--- src/rtl/logic4_pkg.sv ---
// Shared encodings and state type for the 4-level truth-table sequencer.
package logic4_pkg;

  // 4-level value encoding
  localparam logic [1:0] L4_0 = 2'b00;
  localparam logic [1:0] L4_1 = 2'b01;
  localparam logic [1:0] L4_X = 2'b10;
  localparam logic [1:0] L4_Z = 2'b11;

  // Operator codes
  localparam logic [1:0] OP_AND    = 2'd0;
  localparam logic [1:0] OP_XOR    = 2'd1;
  localparam logic [1:0] OP_BUFIF0 = 2'd2;
  localparam logic [1:0] OP_NOTIF1 = 2'd3;

  typedef enum logic [1:0] {
    S_IDLE,
    S_EMIT,
    S_GAP,
    S_DONE
  } state_t;

  // Final row: last operand of the last operator being swept.
  function automatic logic is_last_row(input logic [1:0] op, input logic [1:0] a,
                                       input logic all_ops);
    return (a == 2'd3) && (!all_ops || op == 2'd3);
  endfunction

endpackage

--- src/rtl/logic4_eval.sv ---
// Combinational evaluation of one operator on two 4-level operands.
// For bufif0/notif1, a is the data input and b is the control input.
module logic4_eval (
  input  logic [1:0] op,
  input  logic [1:0] a,
  input  logic [1:0] b,
  output logic [1:0] y
);
  import logic4_pkg::*;

  // Operator truth tables over {0, 1, x, z}
  always_comb begin
    // NOTE: a default assignment first guarantees every path drives y, so no latch is inferred.
    y = L4_X;
    case (op)
      OP_AND: begin
        if (a == L4_0 || b == L4_0)      y = L4_0;
        else if (a == L4_1 && b == L4_1) y = L4_1;
        else                             y = L4_X;
      end
      OP_XOR: begin
        // x and z both have bit 1 set; either makes the result unknown
        if (a[1] || b[1]) y = L4_X;
        else              y = {1'b0, a[0] ^ b[0]};
      end
      OP_BUFIF0: begin
        case (b)
          L4_0:    y = (a == L4_Z) ? L4_X : a;
          L4_1:    y = L4_Z;
          default: y = L4_X;
        endcase
      end
      default: begin // OP_NOTIF1
        case (b)
          L4_1:    y = a[1] ? L4_X : {1'b0, ~a[0]};
          L4_0:    y = L4_Z;
          default: y = L4_X;
        endcase
      end
    endcase
  end

endmodule

--- src/rtl/logic4_table_sequencer.sv ---
// Sweeps the row operand of one or all operators and emits one packed
// truth-table row per valid/ready handshake, with optional idle gaps.
module logic4_table_sequencer #(
  parameter int ROW_GAP = 0,
  parameter int GAP_W   = 4
) (
  input  logic       clk,
  input  logic       rst,
  input  logic       start,
  input  logic [1:0] op_sel,
  input  logic       all_ops,
  output logic       busy,
  output logic       row_valid,
  input  logic       row_ready,
  output logic [1:0] row_op,
  output logic [1:0] row_a,
  output logic [7:0] row_data,
  output logic       row_last,
  output logic       done
);
  import logic4_pkg::*;

  localparam logic [GAP_W-1:0] GAP_LAST = GAP_W'((ROW_GAP > 0) ? ROW_GAP - 1 : 0);

  state_t             state_q, state_d;
  logic [1:0]         op_q, op_d;
  logic [1:0]         a_q, a_d;
  logic               all_ops_q, all_ops_d;
  logic [GAP_W-1:0]   gap_cnt_q, gap_cnt_d;
  logic               row_valid_q, row_valid_d;
  logic               row_last_q, row_last_d;
  logic [7:0]         row_data_q, row_data_d;
  logic               busy_q, busy_d;
  logic               done_q, done_d;

  // One evaluator per control/second operand b = 0, 1, x, z, fed with the
  // next row's operator and operand so the row data is ready as a register.
  for (genvar gi = 0; gi < 4; gi++) begin : g_eval
    logic4_eval u_eval (
      .op (op_d),
      .a  (a_d),
      .b  (2'(gi)),
      .y  (row_data_d[2*gi +: 2])
    );
  end

  // Next-state and next-row computation
  always_comb begin
    state_d   = state_q;
    op_d      = op_q;
    a_d       = a_q;
    all_ops_d = all_ops_q;
    gap_cnt_d = gap_cnt_q;
    case (state_q)
      S_IDLE: begin
        if (start) begin
          state_d   = S_EMIT;
          op_d      = all_ops ? OP_AND : op_sel;
          all_ops_d = all_ops;
          a_d       = L4_0;
        end
      end
      S_EMIT: begin
        if (row_ready) begin
          if (row_last_q) begin
            state_d = S_DONE;
          end else begin
            a_d = a_q + 2'd1;
            if (a_q == 2'd3 && all_ops_q) op_d = op_q + 2'd1;
            gap_cnt_d = '0;
            state_d   = (ROW_GAP > 0) ? S_GAP : S_EMIT;
          end
        end
      end
      S_GAP: begin
        if (gap_cnt_q == GAP_LAST) state_d = S_EMIT;
        else                       gap_cnt_d = gap_cnt_q + GAP_W'(1);
      end
      default: state_d = S_IDLE; // S_DONE
    endcase

    row_valid_d = (state_d == S_EMIT);
    row_last_d  = row_valid_d && is_last_row(op_d, a_d, all_ops_d);
    busy_d      = (state_d == S_EMIT) || (state_d == S_GAP);
    done_d      = (state_d == S_DONE);
  end

  // State and registered outputs, synchronous reset
  always_ff @(posedge clk) begin
    // NOTE: sequential state uses non-blocking assignments so all flops update together at the edge.
    if (rst) begin
      state_q     <= S_IDLE;
      op_q        <= '0;
      a_q         <= '0;
      all_ops_q   <= 1'b0;
      gap_cnt_q   <= '0;
      row_valid_q <= 1'b0;
      row_last_q  <= 1'b0;
      row_data_q  <= '0;
      busy_q      <= 1'b0;
      done_q      <= 1'b0;
    end else begin
      state_q     <= state_d;
      op_q        <= op_d;
      a_q         <= a_d;
      all_ops_q   <= all_ops_d;
      gap_cnt_q   <= gap_cnt_d;
      row_valid_q <= row_valid_d;
      row_last_q  <= row_last_d;
      row_data_q  <= row_data_d;
      busy_q      <= busy_d;
      done_q      <= done_d;
    end
  end

  assign busy      = busy_q;
  assign row_valid = row_valid_q;
  assign row_op    = op_q;
  assign row_a     = a_q;
  assign row_data  = row_data_q;
  assign row_last  = row_last_q;
  assign done      = done_q;

endmodule

--- config.mk ---
export PLATFORM = sky130hd
export DESIGN_NAME = logic4_table_sequencer
export DESIGN_NICKNAME = d
export VERILOG_FILES = /design/src/rtl/logic4_pkg.sv /design/src/rtl/logic4_eval.sv /design/src/rtl/logic4_table_sequencer.sv
export SDC_FILE = /design/constraint.sdc
export NUM_CORES = 1
export LEC_CHECK = 0
export CAP_MARGIN = 20
export CORE_ASPECT_RATIO = 1.2
export CORE_UTILIZATION = 43
export CTS_CLUSTER_SIZE = 25
export DETAILED_ROUTE_END_ITERATION = 7
export PLACE_DENSITY = 0.73
export SETUP_SLACK_MARGIN = 0.1
export SLEW_MARGIN = 20
export SYNTH_ARGS = -nofsm -noshare
export SYNTH_HDL_FRONTEND = slang
export SYNTH_SLANG_ARGS = --single-unit
--- constraint.sdc ---
create_clock -name clk -period 1.8 [get_ports clk]
set_clock_uncertainty 0.15 [all_clocks]
set_input_delay 0.18 -clock clk [delete_from_list [all_inputs] [get_ports clk]]
set_output_delay 0.18 -clock clk [all_outputs]
set_load 0.05 [all_outputs]
Yosys cells after proc, flatten, opt, wreduce, memory -nomap -nowiden
Index checks and enable logic that the tools add are counted.
{"block": "word_totals", "inputBits": 7, "wordCells": 70, "output_inout_bits": 16, "memories": 0, "latchBits": 0, "regBits": 23, "mem_bits_rw": 0, "rom_bits": 0}
{"block": "op_classes", "multipliers": 0, "shift": 0, "eq_ne": 14, "bitwise": 1, "addsub": 3, "n_div": 0, "muxes": 30, "n_lt_le_gt_ge": 0, "n_reduce_logical": 12}
{"operator": "2-bit two-way mux", "count": 19}
{"operator": "2-bit equality test, second input constant", "count": 7}
{"operator": "4-bit two-way mux", "count": 3}
{"operator": "2-bit one-hot mux with 2 select lines", "count": 3}
{"operator": "2-bit one-hot mux with 3 select lines", "count": 2}
{"operator": "2-bit by 1-bit equality test with 1-bit output, second input constant", "count": 4}
{"operator": "4-bit one-hot mux with 2 select lines", "count": 1}
{"operator": "2-bit zero test", "count": 3}
{"operator": "2-bit inequality test, second input constant", "count": 3}
{"operator": "2-bit by 1-bit adder with 2-bit output, second input constant", "count": 2}
{"operator": "4-bit by 1-bit adder with 4-bit output, second input constant", "count": 1}
{"operator": "4-bit zero test", "count": 1}
{"operator": "4-bit AND reduction", "count": 1}
{"operator": "1-bit logical AND", "count": 3}
{"operator": "1-bit logical OR", "count": 2}
{"operator": "1-bit two-way mux", "count": 2}
{"operator": "2-bit nonzero test", "count": 1}
{"operator": "1-bit zero test", "count": 1}
{"operator": "1-bit inverter", "count": 1}

Depth between registers and ports, before layout
{"block": "depth", "ltp_word": 10, "depth_mapped": 8}

By module
A second synthesis with hierarchy kept.
{"block": "hier_totals", "hier_cells": 146, "hier_area_um2": 1300.0}
{"module": "logic4_table_sequencer", "instances": 1, "cells_each": 98, "area_per_inst_um2": 984.7}
{"module": "logic4_eval", "instances": 4, "cells_each": 12, "area_per_inst_um2": 78.8}

Worst setup path before layout
OpenSTA, ideal clock, no wires.
{"block": "synth_path", "path_type": "reg-to-reg", "startpoint": "reg a_q[0] (netlist: row_a[0])", "endpoint": "reg row_data_q[1] (netlist: row_data[1])", "synth_period_minus_slack_ns": 2.032, "stages_incl_launch_ff": 7, "setup_time_ns": 0.087, "path_slack_ns": -0.232, "path_buffers": 0, "arrival_ns": 1.795, "t_required_ns": 1.563, "cell_sequence": "dfxtp_1 > ha_1 > nand3_1 > or3_1 > nand3_2 > nor2_2 > o31ai_1"}
{"block": "synth_via", "elab_chain_cells": 8, "word_cells_on_any_way": 18, "cone_classes": "add/sub (1); eq/ne (4); mux (11); reduce/logical (2)"}
{"item": "start: declaration", "line_no": "logic4_table_sequencer.sv:27", "source": "logic [1:0] a_q, a_d;"}
{"item": "start signal: assignment", "line_no": "logic4_table_sequencer.sv:94", "source": "a_q <= '0;"}
{"item": "start signal: assignment", "line_no": "logic4_table_sequencer.sv:105", "source": "a_q <= a_d;"}
{"item": "branches (longest 7 deep; another with 2-bit by 1-bit adder with 2-bit output)"}
{"item": "2-bit one-hot mux with 3 select lines *", "line_no": "logic4_eval.sv:15", "source": "case (op)"}
{"item": "end signal: assignment", "line_no": "logic4_table_sequencer.sv:110", "source": "row_data_q <= row_data_d;"}
{"item": "end: declaration", "line_no": "logic4_table_sequencer.sv:32", "source": "logic [7:0] row_data_q, row_data_d;"}
Mark *: on every way between the ends.
A chain may end at the register's enable or synchronous reset.

Final worst setup path
{"block": "layout_path", "startpoint": "reg state_q[0]", "endpoint": "reg row_data_q[3] (netlist: row_data[3])"}
{"block": "layout_via", "elab_chain_cells": 6, "word_cells_on_any_way": 12, "cone_classes": "eq/ne (3); mux (6); reduce/logical (3)"}
{"item": "start: declaration", "line_no": "logic4_table_sequencer.sv:25", "source": "state_t state_q, state_d;"}
{"item": "start signal: assignment", "line_no": "logic4_table_sequencer.sv:103", "source": "state_q <= state_d;"}
{"item": "2-bit by 1-bit equality test with 1-bit output / 2-bit zero test (equally long branches)", "line_no": "logic4_table_sequencer.sv:54", "source": "case (state_q)"}
{"item": "2-bit one-hot mux with 2 select lines", "line_no": "logic4_table_sequencer.sv:54"}
{"item": "2-bit by 1-bit equality test with 1-bit output", "line_no": "logic4_eval.sv:18", "source": "else if (a == L4_1 && b == L4_1) y = L4_1;"}
{"item": "2-bit two-way mux", "line_no": "logic4_eval.sv:18"}
{"item": "2-bit two-way mux", "line_no": "logic4_eval.sv:17", "source": "if (a == L4_0 || b == L4_0) y = L4_0;"}
{"item": "2-bit one-hot mux with 2 select lines *", "line_no": "logic4_eval.sv:15"}
Mark *: on every way between the ends. The rest lies on a longest branch, timed or not.

==> flow_summary.yaml <==
floorplan:
  die_width_um: 45.52
  die-area_sq_um: 2468
  ios: 23
  initial_core_util_pct: 46.65
  core_sq_um: 2095
  die_h_um: 54.22
  rows: 18
synth:
  ys_types: 39
  synth_edf_count: 0
  synth.most_common_cell: "dfxtp_1"
  syn_avg_cell_area_sq_um: 9.219
  synth_area_sq_um: 977.2
  synthesis.instances: 106
  synthTopCellsByCount: "20 x dfxtp_1, 11 x nor2_1, 10 x nand2_1"
  synth_top_flop_cell: "dfxtp_1"
  yosysTopAreaCell: "dfxtp_1"
  async_flop_share_pct: 0
  synth_area_leaders: "dfxtp_1 41%, ha_1 6.4%, nor2_1 4.2%, nand2_1 3.8%, a21oi_1 3.1%"
  yosys_warnings: 0
  synth_top_area_share_pct: 40.97
  ys_seq_area_share_pct: 40.97
  synth_seq_cells: 20
worst_setup_path:
  endpoint_kind: "flop"
  crit_family: "simple AND/OR/NAND/NOR gates"
  arrival_ps: 1770
  timing.rr.end: "row_data[3]$_SDFF_PP0_"
  path_class: "flop to flop"
  cp_cell_sequence: "or3b_4 -> and2_1 -> a22oi_1 -> a21oi_1"
  path_buf_inv: 0
  timing.rr.start: "state_q[0]$_SDFF_PP0_"
  critical_path.max_stage_delay_ps: 440
  ff2ff_path_depth: 4
  cp.required_ps: 1830
  crit_slowest_cell: "or3b_4"
  cp-start-kind: "flop"
  rrSetupSlack_ps: 60
  cp_max_fo: 8
routing:
  route.detailed.drc: 0
  first_pass_iters: 2
  drt-total-wl_um: 2281
  via_count: 880
  ant_nets: 0
  dr.first_iter.drc_count: 7
  via_per_inst: 4.944
  wire_per_inst_um: 12.81
cells_and_area:
  final_cells: 178
  area_growth_syn_to_layout_pct: 51.47
  design_area_sq_um: 1480
  drive_gt1_share_pct: 46.62
  diodes: 0
  final_nets: 161
power:
  power_density_nw_per_um2: 605.7
  ir_worst_vdd_mv: 0.5032
  leakagePower_nw: 0.6170
job:
  drv_cap: 0
run_status:
  status: "completed"
sta:
  setup_viol: 0
  hold-worst-slack_ps: 447.1
  post-route-period-util_pct: 96.77
  finalHoldViolations: 0
  period_needed_ps: 1742
  rsz0062_at_grt: "yes"
  maxSlewViolCount: 0
  clock.fmax_ghz: 0.5741
  setup_ws_ps: 58.20
clocking:
  worstSkewPairLatency_ps: 290
  cts_tree: "built"
  cts_inserted_buffers: 3
  cts_htree_levels: 1
  path_clk_slew_ps: 110
  clock-root-buffer: "clkbuf_4"
  cts.sinks: 20
  clockBufferDepth: 2
hold_path:
  worstHoldStart: "gap_cnt_q[3]$_SDFFE_PP0P_"
  hold-path-cell-count: 2
  hold_end: "gap_cnt_q[3]$_SDFFE_PP0P_"
  hp-class: "flop to flop"
global_route:
  grt_pass1_vias: 823
  grtUsageTotal_pct: 18.58
  antenna_found_initial: 0
  grt_pass1_wl_um: 3353
  grt_max_degree: 12
  overflow: 0
placement:
  dpl.cell_count: 168
  pre_cts_slack_ps: -217.4
  postPlaceCellArea_sq_um: 1304
  dpl.hpwl_um: 1523
  gp_congestion: 0.7997
  port-buffer-count: 20
==> worst max-delay path by stage <==
stage / start / end / cells after the start
3_3_place_gp: start / row_data[1]$_SDFF_PP0_ / 6
6_report: state_q[0]$_SDFF_PP0_ / row_data[3]$_SDFF_PP0_ / 4
5_1_grt: gap_cnt_q[0]$_SDFFE_PP0P_ / row_last$_SDFF_PP0_ / 8
4_1_cts: state_q[1]$_SDFF_PP0_ / row_data[1]$_SDFF_PP0_ / 5
3_5_place_dp: start / row_data[1]$_SDFF_PP0_ / 6
2_1_floorplan: gap_cnt_q[0]$_SDFFE_PP0P_ / row_last$_SDFF_PP0_ / 8
==> repair_timing <==
item	CTS	global route
buffers inserted	3	3
resized for setup	18	16
hold buffers	0	0
pin swaps	2	2
setup endpoints to repair	14	8
==> registers in the layout (all words and copies together) (netlist names) <==
register / flops
all_ops_q: 1
busy: 1
row_valid: 1
row_op: 2
row_data: 5
row_last: 1
row_a: 2
state_q: 2
done: 1
gap_cnt_q: 4
==> worst register-to-register path, stage by stage (launching register included) <==
cell,delay (ps)
dfxtp_2,390
or3b_4,440
and2_1,200
a22oi_1,330
a21oi_1,110
==> layout by cell type, fill, tap and decap left out, types with 2 or more instances in the layout <==
cell,count
nand2_1,10
o21ai_1,3
o31ai_2,2
nand3_1,2
a21oi_1,6
conb_1,2
nor2_1,9
inv_2,3
dlygate4sd2_1,5
dfxtp_4,2
xor2_1,2
dfxtp_2,6
nor2_2,2
ha_1,2
buf_4,33
nor2b_1,2
nand3b_1,2
clkdlybuf4s50_1,6
nor3_1,2
ha_4,2
dfxtp_1,12
nand2b_1,2
clkbuf_4,3
==> cell families after synthesis <==
kind of cell	share of synthesized area [%]
simple gates	27.53
compound gates	16.01
flops	40.97
buf+inv	5.889
fa+ha+maj	6.402
xor+xnor	1.793
other cells	0.3838
mux	1.024
==> stage by stage <==
step                      TNS (ps)  power (W)  utilization (%)
after detailed placement     -1658  0.0006768            62.25
after floorplan                  0  0.0006065                -
after global placement       -1094  0.0006741            62.25
final                            0  0.0008966            70.67
after CTS                        0  0.0008870            66.43
after global routing        -41.88  0.0009390            70.67
==> layer usage <==
metal | vias to the layer above | track usage, % | wire length (um)
li1 | 452 | - | -
met1 | 418 | 23.17 | 954
met2 | 8 | 32.14 | 1281
met3 | 2 | 2.970 | 30
met4 | 0 | 6.061 | 15
met5 | - | 0 | 0
==> report_power, final <==
part / switching (W) / leakage (nW) / internal, W
Sequential: 0.0000134 / 0.167 / 0.000457
Combinational: 0.000127 / 0.434 / 0.0000852
Clock: 0.000134 / 0.0154 / 0.0000806
==> area by class of cell <==
cell class,count,area [sq um]
multi-input cells,76,634.4
fillers,185,614.3
flip-flops and latches,20,415.4
repair buffers,44,351.6
well taps,30,37.54
clock buffers,3,22.52
inverters,4,15.01
clock inverters,1,3.754
Power figures use the tool's default switching activity.
